`src/rtl/adc_pkg.sv`:
```
// Shared constants, FSM encoding and BCD helper for the
// ADC averaging / millivolt BCD conversion path.
`timescale 1ns/1ps
package adc_pkg;

  localparam int ADC_WIDTH  = 12;
  localparam int BCD_DIGITS = 4;
  localparam int MV_WIDTH   = 14;
  localparam int MV_MAX     = 9999;
  localparam int BCD_WIDTH  = 4 * BCD_DIGITS;

  typedef enum logic [1:0] {
    ST_ACC   = 2'd0,
    ST_SCALE = 2'd1,
    ST_CONV  = 2'd2,
    ST_DONE  = 2'd3
  } state_t;

  // Add 3 to every digit above 4 ahead of a double-dabble shift
  function automatic logic [BCD_WIDTH-1:0] bcd_add3(
    input logic [BCD_WIDTH-1:0] b
  );
    logic [BCD_WIDTH-1:0] r;
    r = b;
    for (int i = 0; i < BCD_DIGITS; i++) begin
      if (r[4*i +: 4] > 4'd4)
        r[4*i +: 4] = r[4*i +: 4] + 4'd3;
    end
    return r;
  endfunction

endpackage

```
`src/rtl/bin2bcd_seq.sv`:
```
// Sequential shift-and-add-3 converter, one binary bit per clock.
// o_done marks the cycle doing the final shift; o_bcd is final after it.
`timescale 1ns/1ps
module bin2bcd_seq
  import adc_pkg::*;
(
  input  logic                 clk,
  input  logic                 rst,
  input  logic                 i_start,
  input  logic                 i_abort,
  input  logic [MV_WIDTH-1:0]  i_bin,
  output logic                 o_done,
  output logic [BCD_WIDTH-1:0] o_bcd
);

  logic [MV_WIDTH-1:0]  r_bin;
  logic [BCD_WIDTH-1:0] r_bcd;
  logic [3:0]           r_cnt;
  logic                 r_busy;

  logic [BCD_WIDTH-1:0] w_adj;
  logic                 w_last;

  assign w_adj  = bcd_add3(r_bcd);
  assign w_last = r_busy && (r_cnt == 4'(MV_WIDTH - 1));

  always_ff @(posedge clk or negedge rst) begin
    if (!rst) begin
      r_bin  <= '0;
      r_bcd  <= '0;
      r_cnt  <= '0;
      r_busy <= 1'b0;
    end else if (i_abort) begin
      r_cnt  <= '0;
      r_busy <= 1'b0;
    end else if (i_start) begin
      r_bin  <= i_bin;
      r_bcd  <= '0;
      r_cnt  <= '0;
      r_busy <= 1'b1;
    end else if (r_busy) begin
      r_bcd <= (w_adj << 1) | BCD_WIDTH'(r_bin[MV_WIDTH-1]);
      r_bin <= r_bin << 1;
      r_cnt <= r_cnt + 4'd1;
      if (w_last)
        r_busy <= 1'b0;
    end
  end

  assign o_done = w_last;
  assign o_bcd  = r_bcd;

endmodule

```
`src/rtl/adc_avg_bcd.sv`:
```
// Averages 2^AVG_LOG2 ADC samples, scales to millivolts and
// presents the result as 4-digit packed BCD with a valid pulse.
`timescale 1ns/1ps
module adc_avg_bcd
  import adc_pkg::*;
#(
  parameter int AVG_LOG2 = 3,
  parameter int VREF_MV  = 3300
) (
  input  logic                 clk,
  input  logic                 rst,
  input  logic [ADC_WIDTH-1:0] adc_data,
  input  logic                 adc_busy,
  input  logic [2:0]           chan,
  output logic [BCD_WIDTH-1:0] bcd,
  output logic                 bcd_valid,
  output logic                 conv_busy
);

  localparam int ACC_W  = ADC_WIDTH + AVG_LOG2;
  localparam int CNT_W  = AVG_LOG2 + 1;
  localparam int PROD_W = ADC_WIDTH + MV_WIDTH;

  state_t r_state, w_next;

  logic [ACC_W-1:0]     r_acc;
  logic [CNT_W-1:0]     r_cnt;
  logic                 r_busy_d;
  logic [2:0]           r_chan_d;
  logic                 r_chan_ok;
  logic [BCD_WIDTH-1:0] r_bcd;
  logic                 r_bcd_valid;

  logic                 w_strobe;
  logic                 w_chg;
  logic                 w_last_smp;
  logic [ADC_WIDTH-1:0] w_avg;
  logic [PROD_W-1:0]    w_prod;
  logic [MV_WIDTH-1:0]  w_mv_raw;
  logic [MV_WIDTH-1:0]  w_mv;
  logic                 w_start;
  logic                 w_abort;
  logic                 w_conv_busy;
  logic                 w_done;
  logic [BCD_WIDTH-1:0] w_res;

  assign w_strobe   = r_busy_d & ~adc_busy;
  // chan_d is only meaningful after its first post-reset load
  assign w_chg      = r_chan_ok && (chan != r_chan_d);
  assign w_last_smp = r_cnt == CNT_W'((1 << AVG_LOG2) - 1);

  assign w_avg    = ADC_WIDTH'(r_acc >> AVG_LOG2);
  assign w_prod   = PROD_W'(w_avg) * PROD_W'(VREF_MV);
  assign w_mv_raw = MV_WIDTH'(w_prod >> ADC_WIDTH);
  assign w_mv     = (w_mv_raw > MV_WIDTH'(MV_MAX)) ?
                    MV_WIDTH'(MV_MAX) : w_mv_raw;

  always_ff @(posedge clk or negedge rst) begin
    if (!rst) r_state <= ST_ACC;
    else      r_state <= w_next;
  end

  always_comb begin
    w_next = r_state;
    case (r_state)
      ST_ACC:
        if (!w_chg && w_strobe && w_last_smp)
          w_next = ST_SCALE;
      ST_SCALE:
        w_next = w_chg ? ST_ACC : ST_CONV;
      ST_CONV:
        if (w_chg)       w_next = ST_ACC;
        else if (w_done) w_next = ST_DONE;
      ST_DONE:
        w_next = ST_ACC;
      default:
        w_next = ST_ACC;
    endcase
  end

  always_comb begin
    w_conv_busy = 1'b0;
    w_start     = 1'b0;
    w_abort     = w_chg;
    case (r_state)
      ST_SCALE: begin
        w_conv_busy = 1'b1;
        w_start     = !w_chg;
      end
      ST_CONV:  w_conv_busy = 1'b1;
      default: ;
    endcase
  end

  always_ff @(posedge clk or negedge rst) begin
    if (!rst) begin
      r_acc       <= '0;
      r_cnt       <= '0;
      r_busy_d    <= 1'b0;
      r_chan_d    <= '0;
      r_chan_ok   <= 1'b0;
      r_bcd       <= '0;
      r_bcd_valid <= 1'b0;
    end else begin
      r_busy_d    <= adc_busy;
      r_chan_d    <= chan;
      r_chan_ok   <= 1'b1;
      r_bcd_valid <= (r_state == ST_DONE) && !w_chg;
      if ((r_state == ST_DONE) && !w_chg)
        r_bcd <= w_res;
      if (w_chg) begin
        r_acc <= '0;
        r_cnt <= '0;
      end else if (r_state == ST_SCALE) begin
        r_acc <= '0;
      end else if ((r_state == ST_ACC) && w_strobe) begin
        r_acc <= r_acc + ACC_W'(adc_data);
        r_cnt <= w_last_smp ? '0 : r_cnt + CNT_W'(1);
      end
    end
  end

  bin2bcd_seq u_b2b (
    .clk     (clk),
    .rst     (rst),
    .i_start (w_start),
    .i_abort (w_abort),
    .i_bin   (w_mv),
    .o_done  (w_done),
    .o_bcd   (w_res)
  );

  assign bcd       = r_bcd;
  assign bcd_valid = r_bcd_valid;
  assign conv_busy = w_conv_busy;

endmodule

```
`config.mk`:
```
export PLATFORM = sky130hd
export DESIGN_NAME = adc_avg_bcd
export DESIGN_NICKNAME = d
export VERILOG_FILES = /design/src/rtl/adc_pkg.sv /design/src/rtl/bin2bcd_seq.sv /design/src/rtl/adc_avg_bcd.sv
export SDC_FILE = /design/constraint.sdc
export NUM_CORES = 1
export LEC_CHECK = 0
export CORE_MARGIN = 3
export CORE_UTILIZATION = 30
export CTS_BUF_LIST = sky130_fd_sc_hd__clkbuf_4 sky130_fd_sc_hd__clkbuf_8
export DETAILED_ROUTE_END_ITERATION = 10
export PLACE_DENSITY = 0.56
export SKIP_LAST_GASP = 1
export SLEW_MARGIN = 20
export SYNTH_ARGS = -nofsm -noshare
export SYNTH_HDL_FRONTEND = slang
export SYNTH_SLANG_ARGS = --single-unit
```
`constraint.sdc`:
```
create_clock -name clk -period 7.2 [get_ports clk]
set_input_delay 1.44 -clock clk [delete_from_list [all_inputs] [get_ports clk]]
set_output_delay 1.44 -clock clk [all_outputs]
set_load 0.02 [all_outputs]
```
* Word level (Yosys, flattened, before mapping)
Index checks and enable logic that the tools add are counted.
** Cells by class
- $add $sub $neg :: 7
- $mul :: 1
- Magnitude comparators :: 5
- Eq/ne operators :: 9
- Muxes and demuxes :: 30
- Bitwise operators :: 4
- Reductions and logical operators :: 16
** Operator list (number)
- 15-bit 2-to-1 mux :: 3
- 14-bit 2-to-1 mux :: 3
- 4-bit 2-to-1 mux :: 10
- 16-bit 2-to-1 mux :: 2
- 12-bit by 10-bit multiplier with 22-bit output (second input constant) :: 1
- 4-bit by 3-bit > comparator with 1-bit output (second input constant) :: 4
- 16-bit by 1-bit bitwise OR with 16-bit output :: 1
- 15-bit by 12-bit adder with 15-bit output :: 1
- 12-bit by 14-bit > comparator with 1-bit output (second input constant) :: 1
- 4-bit by 2-bit adder with 4-bit output (second input constant) :: 3
- 4-bit by 1-bit adder with 4-bit output (second input constant) :: 2
- 2-bit 2-to-1 mux :: 4
- 2-bit one-hot mux with 4 select lines :: 1
- 1-bit logical AND :: 6
- 1-bit 2-to-1 mux :: 6
- 2-bit AND reduction :: 3
- 3-bit nonzero test :: 2
- 2-bit == test (second input constant) :: 2
- 4-bit by 3-bit == test with 1-bit output (second input constant) :: 1
- 4-bit == test (second input constant) :: 1
- 2-bit inequality test (second input constant) :: 2
- 2-bit nonzero test :: 2
- 3-bit by 2-bit adder with 3-bit output (second input constant) :: 1
- 3-bit 2-to-1 mux :: 1
- 8 further kinds :: 9
** Word-level totals
- Bits in registers :: 78
- Output and inout port bits :: 18

* Depth between registers and ports, before layout
- Depth after elaboration :: 7
- Mapped depth :: 17

* Modules after synthesis
A second synthesis with hierarchy kept.
** Unflattened totals
- Cells, all modules :: 608
- Area total of the unflattened synthesis :: 6237.2 um^2
** By module, submodules not included
- adc_avg_bcd :: instances 1, cells each 424, area an instance 4430.5 um^2, seq. area each 1076.0 um^2
- bin2bcd_seq :: instances 1, cells each 184, area an instance 1806.7 um^2, seq. area each 875.8 um^2

* Least setup slack after synthesis
Ideal clock, no wire load.
- Path type :: flip-flop to flip-flop
- Start :: reg r_acc[4]
- End :: reg u_b2b.r_bin[8]
- Arrival time :: 4.324 ns
- Path slack :: 2.742 ns
- Stages on the path, launching flop included :: 16
- Path buffers :: 0
- Cells stage by stage :: dfrtp_1 ha_1 xor2_1 ha_1 fa_1 fa_1 inv_1 fa_1 inv_1 ha_1 and3_1 o21ai_0 o211ai_1 a2111oi_2 xor2_1 o21ai_0
** On the way
- Word-level cells in the longest chain between the ends :: 4
** Ends and longest elaborated chain
- start: declaration :: line adc_avg_bcd.sv:26 : logic [ACC_W-1:0] r_acc;
- start signal: assignment :: line adc_avg_bcd.sv:117 : r_acc <= r_acc + ACC_W'(adc_data);
- 12-bit by 10-bit multiplier with 22-bit output * :: line adc_avg_bcd.sv:53 : assign w_prod = PROD_W'(w_avg) * PROD_W'(VREF_MV);
- 12-bit by 14-bit > comparator with 1-bit output :: line adc_avg_bcd.sv:55 : assign w_mv = (w_mv_raw > MV_WIDTH'(MV_MAX)) ?
- 14-bit 2-to-1 mux * :: line adc_avg_bcd.sv:55
- 14-bit 2-to-1 mux * :: line bin2bcd_seq.sv:36 : end else if (i_start) begin
- end signal: assignment :: line bin2bcd_seq.sv:37 : r_bin <= i_bin;
- end signal: assignment :: line bin2bcd_seq.sv:43 : r_bin <= r_bin << 1;
- end: declaration :: line bin2bcd_seq.sv:16 : logic [MV_WIDTH-1:0] r_bin;
Every way passes the cells marked *; elsewhere a longest branch is shown, timed or not.
A chain may end at the register's enable or synchronous reset.

* Final worst setup path
Ends and elaborated chain as after synthesis.

==> metrics.cfg <==
[status]
status = finished, final reports clean

[routing]
first_pass_iters = 4
drt-initial-drc-count = 210
wirelength_um = 12600
vias = 4525
wl_per_cell_um = 13.3
via_per_inst = 4.78
antenna_left = 0
drc = 0

[power]
p_seq_frac = 0.339
swShare = 0.425
ir_worst_vdd_v = 0.000115
clkPwrFrac = 0.181
powerDensity_nw_per_um2 = 268
switchingPower_uw = 804
p_int_mw = 1.09
p_leak_nw = 3.58
power_frac_comb = 0.479

[min_path]
hold_class = reg -> reg

[grt]
grt_overflow_total = 0
grt_max_degree = 58
grt_pass1_wl_um = 22100
antenna_found_initial = 0
grt_pass1_vias = 4592
grtUsageTotal = 0.120

[timing]
worst_pin_slew_ns = 0.944
relSlewSlack = 0.368
finalHoldViolations = 0
max_freq_ghz = 0.212
rsz0062_at_grt = no
layout_min_cycle_time_ns = 4.71
drv_slew = 0
skew_ns = 0.00807
setup_viol = 0
setup_tns_ns = 0
fin_crit_sh = 0.654

[placement]
port_buffers = 35
hpwl_um = 9920
placed_cell_area_um2 = 6870
gp_congestion = 0.855
place_inst = 931

[synthesis]
synth_nets = 787
synth_area_leaders = dfrtp_1 31%, ha_1 20%, fa_1 9.3%
netlist.area_leader.share = 0.313
synth.avg_cell_area_um2 = 9.73
synth-main-ff-cell = dfrtp_1
ys_warn_count = 0
synth-seq-area-share = 0.313
synth_top_cell_by_area = dfrtp_1
ys_seq_elements = 78
synthArstFlopShare = 1.00
syn_area_um2 = 6230
synth_edf_count = 0
yosysUniqueCellTypes = 56
postSynthCellCount = 640

[floorplanning]
rows = 52
core_um2 = 20300
start_util = 0.307
die_x_um = 150
die_y_um = 150
pin_count = 36
fp.dieArea_um2 = 22500

[setup_path]
cp.arrival_ns = 4.95
endpoint_kind = flop
r2r_slack_ns = 2.49
cp_slowest_cell = fa_1
cp_slowest_stage_delay_ns = 0.54
crit_fanout = 7
setup.worst_path.class = reg -> reg
startpoint_type = flop
crit_chain = ha_1 > xor2_1 > ha_1 > fa_1 > fa_1 > inv_1 > fa_1 > inv_1 > ha_1 > and3_1 > o21ai_0 > o211ai_1 > a2111oi_2 > xor2_1 > o21ai_0
cp.required_ns = 7.44

[final_layout]
diodes = 0
nNetsFinal = 819
nFillCells = 2075
area_delta_synth_final_pct = 13.5
layout_common_cells = 100 x ha_1, 78 x dfrtp_1, 61 x inv_1
final-instance-count-excl-fill = 947
drive_gt1_frac = 0.0532
layout_commonest_cell = ha_1
design_area_um2 = 7070

[clock_tree]
post_cts_resized = 0
clk_pin_slew_ns = 0.09
numCtsBuffers = 9
cts-hold-fix-buffers = 0
cts_tree = done
ctsHtreeMaxLevel = 3
cts_setup_buffers = 0
cts_max_path_buffers = 2
clk_latency_ns = 0.36
cts_sinks = 78
root_buffer = clkbuf_8

[flow_run]
maxCapViolations = 0

routing by layer:
layer | track usage | vias up | share of wire
li1 | - | 2304 | -
met1 | 0.167 | 2148 | 0.50
met2 | 0.192 | 60 | 0.46
met3 | 0.0247 | 13 | 0.025
met4 | 0.0297 | 0 | 0.011
met5 | 0 | - | 0
worst paths after layout:
| path | startpoint | to | cells after the start |
|---|---|---|---|
| setup / recovery | r_acc[4]$_DFFE_PN0P_ | u_b2b.r_bin[8]$_DFFE_PN0P_ | 15 |
| hold / removal | bcd[13]$_DFFE_PN0P_ | bcd[13]$_DFFE_PN0P_ | 2 |
| setup reg to reg | r_acc[4]$_DFFE_PN0P_ | u_b2b.r_bin[8]$_DFFE_PN0P_ | 15 |
| hold reg to reg | bcd[13]$_DFFE_PN0P_ | bcd[13]$_DFFE_PN0P_ | 2 |
| max in group asynchronous | rst | r_acc[9]$_DFFE_PN0P_ | 2 |
| min in group asynchronous | rst | u_b2b.o_bcd[3]$_DFFE_PN0P_ | 1 |
cell type report:
cell class,count,area [um2],share of cell area
Multi-Input combinational cell,483,3980,0.562
Sequential cell,78,1950,0.276
Timing Repair Buffer,38,370,0.0524
Tap cell,270,338,0.0478
Inverter,62,233,0.0329
Clock buffer,9,124,0.0175
Clock inverter,7,78.8,0.0111
through the flow:
step	util	setup WS, ns	power, mW	hold slack [ns]
2_1_floorplan	-	2.74	1.31	0.450
3_3_place_gp	0.338	2.51	1.56	0.465
3_5_place_dp	0.338	2.48	1.57	0.473
4_1_cts	0.348	2.46	1.92	0.495
5_1_grt	0.348	2.14	2.10	0.511
6_report	0.348	2.49	1.89	0.483
sequential cells by signal, summed over array words and instances (netlist names):
register      flops
r_state           2
u_b2b.r_busy      1
r_chan_d          3
r_busy_d          1
bcd_valid         1
u_b2b.o_bcd      16
u_b2b.r_bin      14
r_cnt             4
bcd              16
u_b2b.r_cnt       4
r_chan_ok         1
r_acc            15
synth_stat cells (4+ instances only):
cell type and instances:
ha_1 100, dfrtp_1 78, inv_1 61, nand2_1 55, o21ai_0 45, nor2_1 42
a21oi_1 39, fa_1 29, xnor2_1 22, xor2_1 15, a21o_1 11, clkbuf_1 11
nor3_1 11, o22ai_1 10, a22oi_1 9, nand4_1 9, mux2_2 8, nand3_1 7
a22o_1 6, o21a_1 5, and3_1 4, buf_2 4, o31ai_1 4
logic make-up after synthesis:
group           synth area share
xor+xnor                  0.0520
simple gates               0.111
other cells             0.000602
compound gates             0.160
fa+ha+maj                  0.294
flops                      0.313
mux                       0.0201
buf+inv                   0.0484
critical path: cells and delay by family (launching register included):
family                   cells  cell delay [ns]
adder cells (fa/ha/maj)      6             2.59
AO/OA/AOI/OAI                4             0.94
flip-flops                   1             0.46
XOR/XNOR                     2             0.32
AND/OR/NAND/NOR              1             0.19
buffers and inverters        2             0.09
power groups by stage:
stage / clock network (mW) / logic [mW] / registers [mW]
2_1_floorplan: 0 / 0.664 / 0.649
3_3_place_gp: 0 / 0.909 / 0.650
3_5_place_dp: 0 / 0.914 / 0.651
4_1_cts: 0.358 / 0.921 / 0.643
5_1_grt: 0.380 / 1.05 / 0.660
6_report: 0.343 / 0.907 / 0.642
No activity file was read; power rests on OpenSTA's default activity.
==> edit: new RTL, config.mk and constraints unchanged <==
The 4 states of `state_t` get a one-hot encoding in 4 bits.
--- a/src/rtl/adc_pkg.sv
+++ b/src/rtl/adc_pkg.sv
@@ -9,11 +9,11 @@
   localparam int MV_MAX     = 9999;
   localparam int BCD_WIDTH  = 4 * BCD_DIGITS;
 
-  typedef enum logic [1:0] {
-    ST_ACC   = 2'd0,
-    ST_SCALE = 2'd1,
-    ST_CONV  = 2'd2,
-    ST_DONE  = 2'd3
+  typedef enum logic [3:0] {
+    ST_ACC   = 4'b0001,
+    ST_SCALE = 4'b0010,
+    ST_CONV  = 4'b0100,
+    ST_DONE  = 4'b1000
   } state_t;
 
   // Add 3 to every digit above 4 ahead of a double-dabble shift
Formal check against the unedited RTL: no difference found for any inputs over 10 cycles, from zero or initial values and one cycle with rst low; not proved beyond that.
==> edit against the original RTL <==
Wire length shrank 4.3%; critical path type unchanged; count of clock-buffer cells in the layout grew 1; area after synthesis fell by 2.2%; sequential cell count is 2 higher; non-clock buffer count is 1 lower; setup slack worse by 0.11 ns; clock skew increased by 0.0074 ns; final area fell by 1.8%; largest cell class unchanged; die area down 2.1%.
Power is not compared: it rests on default switching activity, and its combinational part moved more than twofold at a synthesized area within 25%.
==> edit: results (changes against the original RTL) <==
.. list-table::
   :header-rows: 1

   * - Metric
     - Value
   * - Run status
     - complete, no violations
   * - Placed instance area
     - 0.006731 mm^2 (-2.0%)
   * - Worst min-delay path endpoint
     - bcd[0]
   * - Compound-gate portion of the synthesized area
     - 0.1596 (-0.0004579)
   * - Length in cells of the worst reg-to-reg path
     - 17 (+2)
   * - Worst Setup EP
     - u_b2b.r_bin[10]
   * - Initial Utilization
     - 0.3088 (+0.002010)
   * - Worst-case headroom to the max-slew limit
     - 0.4348 (+0.06646)
   * - Maximum number of pins on one net before global-route repair
     - 43 (-26%)
   * - Number of placed instances, taps included
     - 888 (-4.6%)
   * - Adder and majority gate portion of the synthesized area
     - 0.2926 (-0.001511)
   * - Metal1 wirelength
     - 6143 um (-2.7%)
   * - Share of layout cells above drive strength 1
     - 0.07199 (+0.01881)
   * - Overall track demand over capacity in global routing
     - 0.1177 (-0.002252)
   * - NumNets Final
     - 777 (-5.1%)
   * - Worst-path fanout max
     - 6 (-1)
   * - Top cells by area, synth
     - dfrtp_1, ha_1, fa_1
   * - Clk_skew
     - 0.01543 ns (+0.007353 ns)
   * - Maximum resistive drop on vdd
     - 0.00008276 V
   * - Portion of netlist area occupied by mux cells
     - 0.01644 (-0.003651)
   * - Fillers
     - 2018 (-2.7%)
   * - Post-CTS Setup Bufs
     - 0 (unchanged)
   * - Xor/xnor share of the synthesized area
     - 0.05322 (+0.001187)
   * - Leading post-synthesis cells by instance count
     - ha_1, dfrtp_1, inv_1
   * - Worst EP arrival
     - 5.06 ns (+0.11 ns)
   * - Met2 wire length
     - 5449 um (-6.3%)
   * - Sum of net half-perimeters after detailed placement
     - 9339 um (-5.9%)
   * - Detailed route wirelength on metal3
     - 364 um (+14%)
   * - Average wire per cell in the routed design
     - 13.33 um (+0.26%)
   * - Worst R2R End
     - u_b2b.r_bin[10]
   * - Number of library cell types mapped by synthesis
     - 64 (+14%)
   * - Global-route wire length before repair
     - 21270 um (-3.7%)
   * - Placer congestion estimate
     - 0.8414 (-1.6%)
   * - Period Utilization, post-route
     - 0.6688 (+0.01467)
   * - Sequential share of the synthesized area
     - 0.3290 (+0.01557)
   * - Deepest level of the CTS H-tree
     - 3 (unchanged)
   * - Syn Nets
     - 742 (-5.7%)
   * - First-iteration detailed-routing DRC count
     - 99 (-53%)
   * - Average vias per placed instance
     - 4.685 (-2.0%)
   * - Number of non-filler instances in the completed layout
     - 904 (-4.5%)
   * - Synth Instances
     - 599 (-6.4%)
   * - Hold Slack
     - 0.4871 ns (+0.004441 ns)
   * - Worst setup slack before clock tree synthesis
     - 2.381 ns (-0.09600 ns)
[edit: routing by layer]
| layer | vias up | GRT usage |
|---|---|---|
| li1 | 2179 | - |
| met1 | 1995 | 0.1695 |
| met2 | 53 | 0.1821 |
| met3 | 8 | 0.02590 |
| met4 | 0 | 0.02494 |
| met5 | - | 0 |
[edit: layout make-up]
cell class	count	area (um^2)	share of cell area
clock buffer	10	137.6	0.01982
clock inverter	6	73.82	0.01063
inverter	53	198.9	0.02865
multi-input combinational	453	3835	0.5524
sequential	80	2003	0.2885
tap	265	331.6	0.04776
timing repair buffer	37	362.8	0.05226
[edit: worst max-delay path: stages (launching register included)]
cell and delay [ns]:
dfrtp_1 0.47, ha_1 0.37, xor2_1 0.18, ha_1 0.18
a21o_1 0.17, fa_1 0.49, fa_1 0.55, inv_1 0.05
fa_1 0.49, inv_1 0.04, ha_1 0.35, a21o_1 0.22
a21oi_2 0.15, o221ai_2 0.14, a31o_4 0.29, a311oi_4 0.29
xor2_1 0.19, o21ai_1 0.08
